## src/rtl/stack_unit_if.sv

```systemverilog
// Stack control/data bundle between the instruction decoder and the LIFO.
// master: decoder side (drives requests/din); slave: stack side (drives dout/status).
interface stack_unit_if #(
    parameter int WIDTH = 16,
    parameter int PTR_W = 5
);
    logic             stack_en;
    logic             stack_rw;
    logic             stack_rst;
    logic [WIDTH-1:0] din;
    logic [WIDTH-1:0] dout;
    logic [PTR_W-1:0] sp;
    logic             empty;
    logic             full;
    logic             overflow;
    logic             underflow;

    modport master (
        output stack_en, stack_rw, stack_rst, din,
        input  dout, sp, empty, full, overflow, underflow
    );

    modport slave (
        input  stack_en, stack_rw, stack_rst, din,
        output dout, sp, empty, full, overflow, underflow
    );
endinterface

```

## src/rtl/stack_unit.sv

```systemverilog
// Hardware LIFO for PSH/POP/STP: level-sensitive push, edge-qualified pop.
// Ports: CLK, RST_n (sync, active-low), bus (stack_unit_if.slave).
module stack_unit #(
    parameter int WIDTH = 16,
    parameter int DEPTH = 16,
    parameter int PTR_W = 5
) (
    input  logic        CLK,
    input  logic        RST_n,
    stack_unit_if.slave bus
);
    localparam int AW = (DEPTH > 1) ? $clog2(DEPTH) : 1;

    logic [WIDTH-1:0] mem [DEPTH];
    logic [PTR_W-1:0] sp_q;
    logic [WIDTH-1:0] dout_q;
    logic             ovf_q;
    logic             unf_q;
    logic             pop_d;

    logic             is_empty;
    logic             is_full;
    logic             push_req;
    logic             pop_hold;
    logic             pop_req;
    logic [AW-1:0]    wr_idx;
    logic [AW-1:0]    rd_idx;

    assign is_empty = (sp_q == '0);
    assign is_full  = (sp_q == PTR_W'(DEPTH));
    assign push_req = bus.stack_en & ~bus.stack_rw;
    assign pop_hold = bus.stack_en & bus.stack_rw;
    // The decoder holds a POP for two cycles; only its first edge pops.
    assign pop_req  = pop_hold & ~pop_d;
    assign wr_idx   = AW'(sp_q);
    assign rd_idx   = AW'(sp_q - PTR_W'(1));

    always_ff @(posedge CLK) begin
        if (!RST_n) begin
            sp_q   <= '0;
            dout_q <= '0;
            ovf_q  <= 1'b0;
            unf_q  <= 1'b0;
            pop_d  <= 1'b0;
        end else if (bus.stack_rst) begin
            sp_q   <= '0;
            dout_q <= '0;
            ovf_q  <= 1'b0;
            unf_q  <= 1'b0;
            // Keeps a held pop from re-firing once the clear is released.
            pop_d  <= pop_hold;
        end else begin
            pop_d <= pop_hold;
            if (push_req) begin
                if (is_full) begin
                    ovf_q <= 1'b1;
                end else begin
                    sp_q <= sp_q + PTR_W'(1);
                end
            end else if (pop_req) begin
                if (is_empty) begin
                    dout_q <= '0;
                    unf_q  <= 1'b1;
                end else begin
                    dout_q <= mem[rd_idx];
                    sp_q   <= sp_q - PTR_W'(1);
                end
            end
        end
    end

    // Storage is not cleared by reset.
    always_ff @(posedge CLK) begin
        if (RST_n && !bus.stack_rst && push_req && !is_full) begin
            mem[wr_idx] <= bus.din;
        end
    end

    assign bus.dout      = dout_q;
    assign bus.sp        = sp_q;
    assign bus.empty     = is_empty;
    assign bus.full      = is_full;
    assign bus.overflow  = ovf_q;
    assign bus.underflow = unf_q;
endmodule

```

## src/flat_wrapper.sv

```systemverilog
// flat-port wrapper written by rule: the top's interface ports become plain ports
module stack_unit_flat 
#(
    parameter int WIDTH = 16,
    parameter int DEPTH = 16,
    parameter int PTR_W = 5
)
  (CLK, RST_n, bus_stack_en, bus_stack_rw, bus_stack_rst, bus_din, bus_dout, bus_sp, bus_empty, bus_full, bus_overflow, bus_underflow);
  stack_unit_if #(.WIDTH(WIDTH), .PTR_W(PTR_W)) bus_i ();
  input  logic CLK;
  input  logic RST_n;
  input wire logic [$bits(bus_i.stack_en)-1:0] bus_stack_en;
  input wire logic [$bits(bus_i.stack_rw)-1:0] bus_stack_rw;
  input wire logic [$bits(bus_i.stack_rst)-1:0] bus_stack_rst;
  input wire logic [$bits(bus_i.din)-1:0] bus_din;
  output wire logic [$bits(bus_i.dout)-1:0] bus_dout;
  output wire logic [$bits(bus_i.sp)-1:0] bus_sp;
  output wire logic [$bits(bus_i.empty)-1:0] bus_empty;
  output wire logic [$bits(bus_i.full)-1:0] bus_full;
  output wire logic [$bits(bus_i.overflow)-1:0] bus_overflow;
  output wire logic [$bits(bus_i.underflow)-1:0] bus_underflow;
  assign bus_i.stack_en = bus_stack_en;
  assign bus_i.stack_rw = bus_stack_rw;
  assign bus_i.stack_rst = bus_stack_rst;
  assign bus_i.din = bus_din;
  assign bus_dout = bus_i.dout;
  assign bus_sp = bus_i.sp;
  assign bus_empty = bus_i.empty;
  assign bus_full = bus_i.full;
  assign bus_overflow = bus_i.overflow;
  assign bus_underflow = bus_i.underflow;
  stack_unit #(.WIDTH(WIDTH), .DEPTH(DEPTH), .PTR_W(PTR_W)) u_core (.CLK(CLK), .RST_n(RST_n), .bus(bus_i));
endmodule
```

## config.mk

```make
export PLATFORM = sky130hd
export DESIGN_NAME = stack_unit_flat
export DESIGN_NICKNAME = d
export VERILOG_FILES = /design/src/rtl/stack_unit_if.sv /design/src/rtl/stack_unit.sv /design/src/flat_wrapper.sv
export SDC_FILE = /design/constraint.sdc
export NUM_CORES = 1
export LEC_CHECK = 0
export CAP_MARGIN = 20
export CELL_PAD_IN_SITES_DETAIL_PLACEMENT = 1
export CELL_PAD_IN_SITES_GLOBAL_PLACEMENT = 1
export CORE_ASPECT_RATIO = 0.8
export CORE_MARGIN = 2
export CORE_UTILIZATION = 52
export DETAILED_ROUTE_END_ITERATION = 8
export GPL_TIMING_DRIVEN = 0
export PLACE_DENSITY_LB_ADDON = 0.1
export SYNTH_ARGS = -nofsm -noshare
export SYNTH_HDL_FRONTEND = slang
export SYNTH_SLANG_ARGS = --single-unit
export TNS_END_PERCENT = 1
```

## constraint.sdc

```tcl
create_clock -name CLK -period 3.25 [get_ports CLK]
set_clock_uncertainty 0.2 [all_clocks]
set_input_delay 0.65 -clock CLK [delete_from_list [all_inputs] [get_ports CLK]]
set_output_delay 0.65 -clock CLK [all_outputs]
set_load 0.01 [all_outputs]
```

==> metrics list <==
* Status: finished, final reports clean
* Vias in the first global route: 6141
* Area fraction in and, or, nand and nor cells after synthesis: 6.03%
- Uppermost signal routing layer after detailed routing: met4
- Maximum fanout encountered on the critical timing path: 18
* List of cells traversed by the critical path: buf_12, clkinvlp_4, ha_4, buf_2, clkbuf_1, mux4_2, nand2_1, nand3_1, a22o_1
- First drt pass iteration count: 5
- Global routing finished with a remaining overflow of 0.
- Entering global routing, the biggest net connects 19 pins.
- Measured against its own limit, the worst slew margin works out to 33.7%.
- Area growth, synth to finish: 16.0%
- TritonCTS built the clock tree.
* Via/cell ratio: 6.00
* WP data required: 3.47 ns
- Endpoint kind of the worst setup timing path: flop
* Die Y-Extent: 133 um
- After legalization and detailed placement, the total HPWL measured 15500 um.
- Number of sinks driven by the clock tree: 280
* # diodes: 0
- For this configuration, the core starts out at a cell density of 52.8%.
* Antenna violations before repair: 0
* Layout net count: 670
* Detailed Route Iter0 Violations: 432
- For this block, wires on met1 add up to 10800 um.
* Final GP Congestion: 0.856
- The critical path in this run is classified as flop to flop.
- For the worst setup path, the data arrival time is 3.42 ns.
* Total via count in the routed design: 5612
- Sequential elements use 75.1% of the synthesized area.
- The number of nets in the synthesized netlist is 596.
* Post-Synthesis Cells: 570
- The synthesized design spends more area on one cell type than any other, namely sky130_fd_sc_hd__edfxtp_1.
* Layout Cell Area excl Fill: 0.0126 mm^2
* Placeable core region: 0.0206 mm^2
* Unrepaired setup endpoints after global routing: yes
- Static Leakage: 4.04 nW
- Layout Utilization: 61.3%
* Pins Over Slew Limit: 0
- STA classifies the critical path startpoint as a flop.
- Ranked by total cell area, the synthesized netlist is headed by sky130_fd_sc_hd__edfxtp_1 71%, sky130_fd_sc_hd__mux4_2 13%, sky130_fd_sc_hd__dfxtp_1 4.4%.
* Finish-stage setup viols: 0
- Dividing the synthesized area by the synthesized cell count gives 19.1 um^2.
- Fraction of post-synthesis cell area in the top cell type by area: 70.7%
- Clk Tree Root Cell: sky130_fd_sc_hd__clkbuf_16
* Share of synthesized flip-flops with an asynchronous set or reset: 0%
- Wire length per cell after detailed routing: 26.5 um
- Tot GR Track Use: 23.2%
* Clock edge transition at the registers on the reported setup and hold paths: 0.06 ns
- Global-route wire length before repair: 37900 um
- Power per cell area: 596 mW/mm^2
- Sum of negative setup slack: 0 ns
- The tightest hold path in the finished design has a slack of 0.271 ns.
- Ratio of final minimum period to clock period: 98.7%
- Detail Route met2 WL: 12000 um
- Measured against the total synthesized area, the mux share comes to 13.4%.
- Final critical delay including setup and external delays: 3.21 ns
- Of the total synthesized cell area, the portion taken by XOR and XNOR cells is 0.564%.
- Total die area: 0.0221 mm^2
- Dominant synthesized flop cell: sky130_fd_sc_hd__edfxtp_1
- Counting distinct cell types in the post-synthesis netlist gives 40.
- CP peak stage delay: 0.67 ns
* Count of pins on the block boundary: 46
* Clock network latency to the later pin of the worst-skew pair: 0.54 ns
- Summing the areas of all compound-gate instances in the mapped netlist gives 2.91% of the synthesized area.
* Total clock buffers created by CTS: 28
* Post-synthesis sequential element count: 280
- Yosys mapped a number of flops with a built-in enable equal to 256.
* Number of input and output port buffers inserted: 44
- After Yosys synthesis, full adders, half adders and majority gates account for 0.576% of the synthesized area.
* Die boundary width: 166 um
- Among all stages on the critical path, the largest delay is contributed by sky130_fd_sc_hd__clkbuf_1.
* Main combinational cell family by area after synthesis: multiplexers
- The count of endpoints failing hold in the final timing report is 0.
- Across the run, the number of max-cap violations was 0.
- Summing every instance area after synthesis gives 0.0109 mm^2.
- In this run the number of H-tree levels came out at 1.
- Layout cell share with drive strength beyond 1: 21.9%
- Detailed routing placed a total of 1340 um of wire on met3.
- The Yosys step of the flow raised 0 warnings.
- Worst supply voltage drop on vdd: 0.000520 V
- Buffer levels on the longest clock path: 3
- Once detail routing completed, the nets flagged for antenna violations numbered 0.
- Floorplan row count: 47
- FMAX: 312 MHz
- At the pin with the least slew margin, the transition time is 0.994 ns.
- Fill count: 1774
* Detailed Route WL: 24800 um
- Final routed DRC violation total: 0
- The worst hold path belongs to the class flop to flop.
- Placed cell area: 0.0116 mm^2
-- Yosys cell counts, types with 2 or more instances --
library cell / number
sky130_fd_sc_hd__edfxtp_1: 256
sky130_fd_sc_hd__mux4_2: 64
sky130_fd_sc_hd__nand2_1: 53
sky130_fd_sc_hd__nor2_1: 29
sky130_fd_sc_hd__dfxtp_1: 24
sky130_fd_sc_hd__a21oi_1: 22
sky130_fd_sc_hd__a22o_1: 16
sky130_fd_sc_hd__and2_1: 16
sky130_fd_sc_hd__nand3_1: 16
sky130_fd_sc_hd__buf_2: 12
sky130_fd_sc_hd__clkbuf_1: 12
sky130_fd_sc_hd__ha_1: 5
sky130_fd_sc_hd__xnor2_1: 4
sky130_fd_sc_hd__and3b_1: 3
sky130_fd_sc_hd__nand2b_1: 3
sky130_fd_sc_hd__nor2b_1: 3
sky130_fd_sc_hd__o21ai_0: 3
sky130_fd_sc_hd__xor2_1: 3
sky130_fd_sc_hd__buf_4: 2
sky130_fd_sc_hd__buf_6: 2
sky130_fd_sc_hd__inv_1: 2
sky130_fd_sc_hd__nor3b_1: 2
-- metrics by stage --
stage	instances	total power (W)	setup slack, ns
after floorplan	570	0.00428	0.260
final	935	0.00751	0.0436
after global routing	935	0.00771	-0.0898
after CTS	935	0.00756	0.0424
after detailed placement	883	0.00448	-0.677
after global placement	883	0.00446	-0.475
-- path summary, 6_finish.rpt --
path / slack (ns) / cells past startpoint / endpoint / startpoint
setup reg to reg: 0.04 / 9 / u_core.bus.dout[11] / u_core.bus.sp[0]
setup / recovery: 0.04 / 9 / u_core.bus.dout[11] / u_core.bus.sp[0]
hold / removal: 0.27 / 2 / u_core.bus.overflow / u_core.bus.overflow
hold reg to reg: 0.27 / 2 / u_core.bus.overflow / u_core.bus.overflow
-- per-layer routing --
layer  GRT usage (%)  vias up
met4            8.60        0
met3            4.22       46
li1                -     2434
met2            38.2      196
met5               0        -
met1            31.6     2936
-- worst max-delay path: cells and delay by family (launching register included) --
kind	cells	cell delay [ns]
AOI/OAI and AO/OA	1	0.22
buffers and inverters	4	1.31
adders and majority gates	1	0.31
and+or+nand+nor	2	0.26
muxes	1	0.40
DFF	1	0.39
-- area by class of cell --
cell class / instances / area (um^2) / share of cell area (%)
flip-flops and latches: 280 / 8170 / 64.8
inverters: 2 / 11.3 / 0.0893
repair buffers: 45 / 447 / 3.54
clock buffers: 42 / 815 / 6.46
plain buffers: 28 / 154 / 1.22
multi-input cells: 259 / 2600 / 20.6
well taps: 269 / 337 / 2.67
clock inverters: 10 / 75.1 / 0.595
-- sequential cells by signal (all words and copies together), names as in the netlist --
signal and flops:
u_core.bus.overflow 1, u_core.bus.underflow 1, u_core.bus.dout 16, u_core.mem 256, u_core.pop_d 1, u_core.bus.sp 5
-- logic make-up after synthesis --
group | Yosys count
AOI/OAI and AO/OA | 47
and+or+nand+nor | 135
muxes | 65
adders and majority gates | 5
buffers and inverters | 31
xor gates and xnor gates | 7
DFF | 280
-- cells in the final DEF, fill, tap and decap left out, drive strengths merged, types with 2 or more instances in the layout --
cell and n:
o21ai 3, nor2b 3, nand2b 3, nand2 53
a22o 16, and2 16, clkinv 9, edfxtp 256
and3b 3, dfxtp 24, clkbuf 54, nor2 29
clkdlybuf4s50 43, a31oi 2, a21oi 22, mux4 64
buf 17, xnor2 4, nand3 17, nor3b 3
xor2 3, ha 5
-- power by group --
part / total [W] / leakage, nW / internal, W / switching, W
Clock: 0.00310 / 0.446 / 0.00181 / 0.00130
Sequential: 0.00395 / 2.50 / 0.00394 / 0.00000919
Combinational: 0.000458 / 1.10 / 0.000184 / 0.000274
Total: 0.00751 / 4.04 / 0.00593 / 0.00158
-- what timing repair did --
action	in CTS	in global routing
resized for setup	17	13
endpoints found under the setup margin	83	205
pin swaps	0	0
buffers inserted	1	0
hold buffers	0	0
Note: power is estimated with default switching activity, not from simulation.
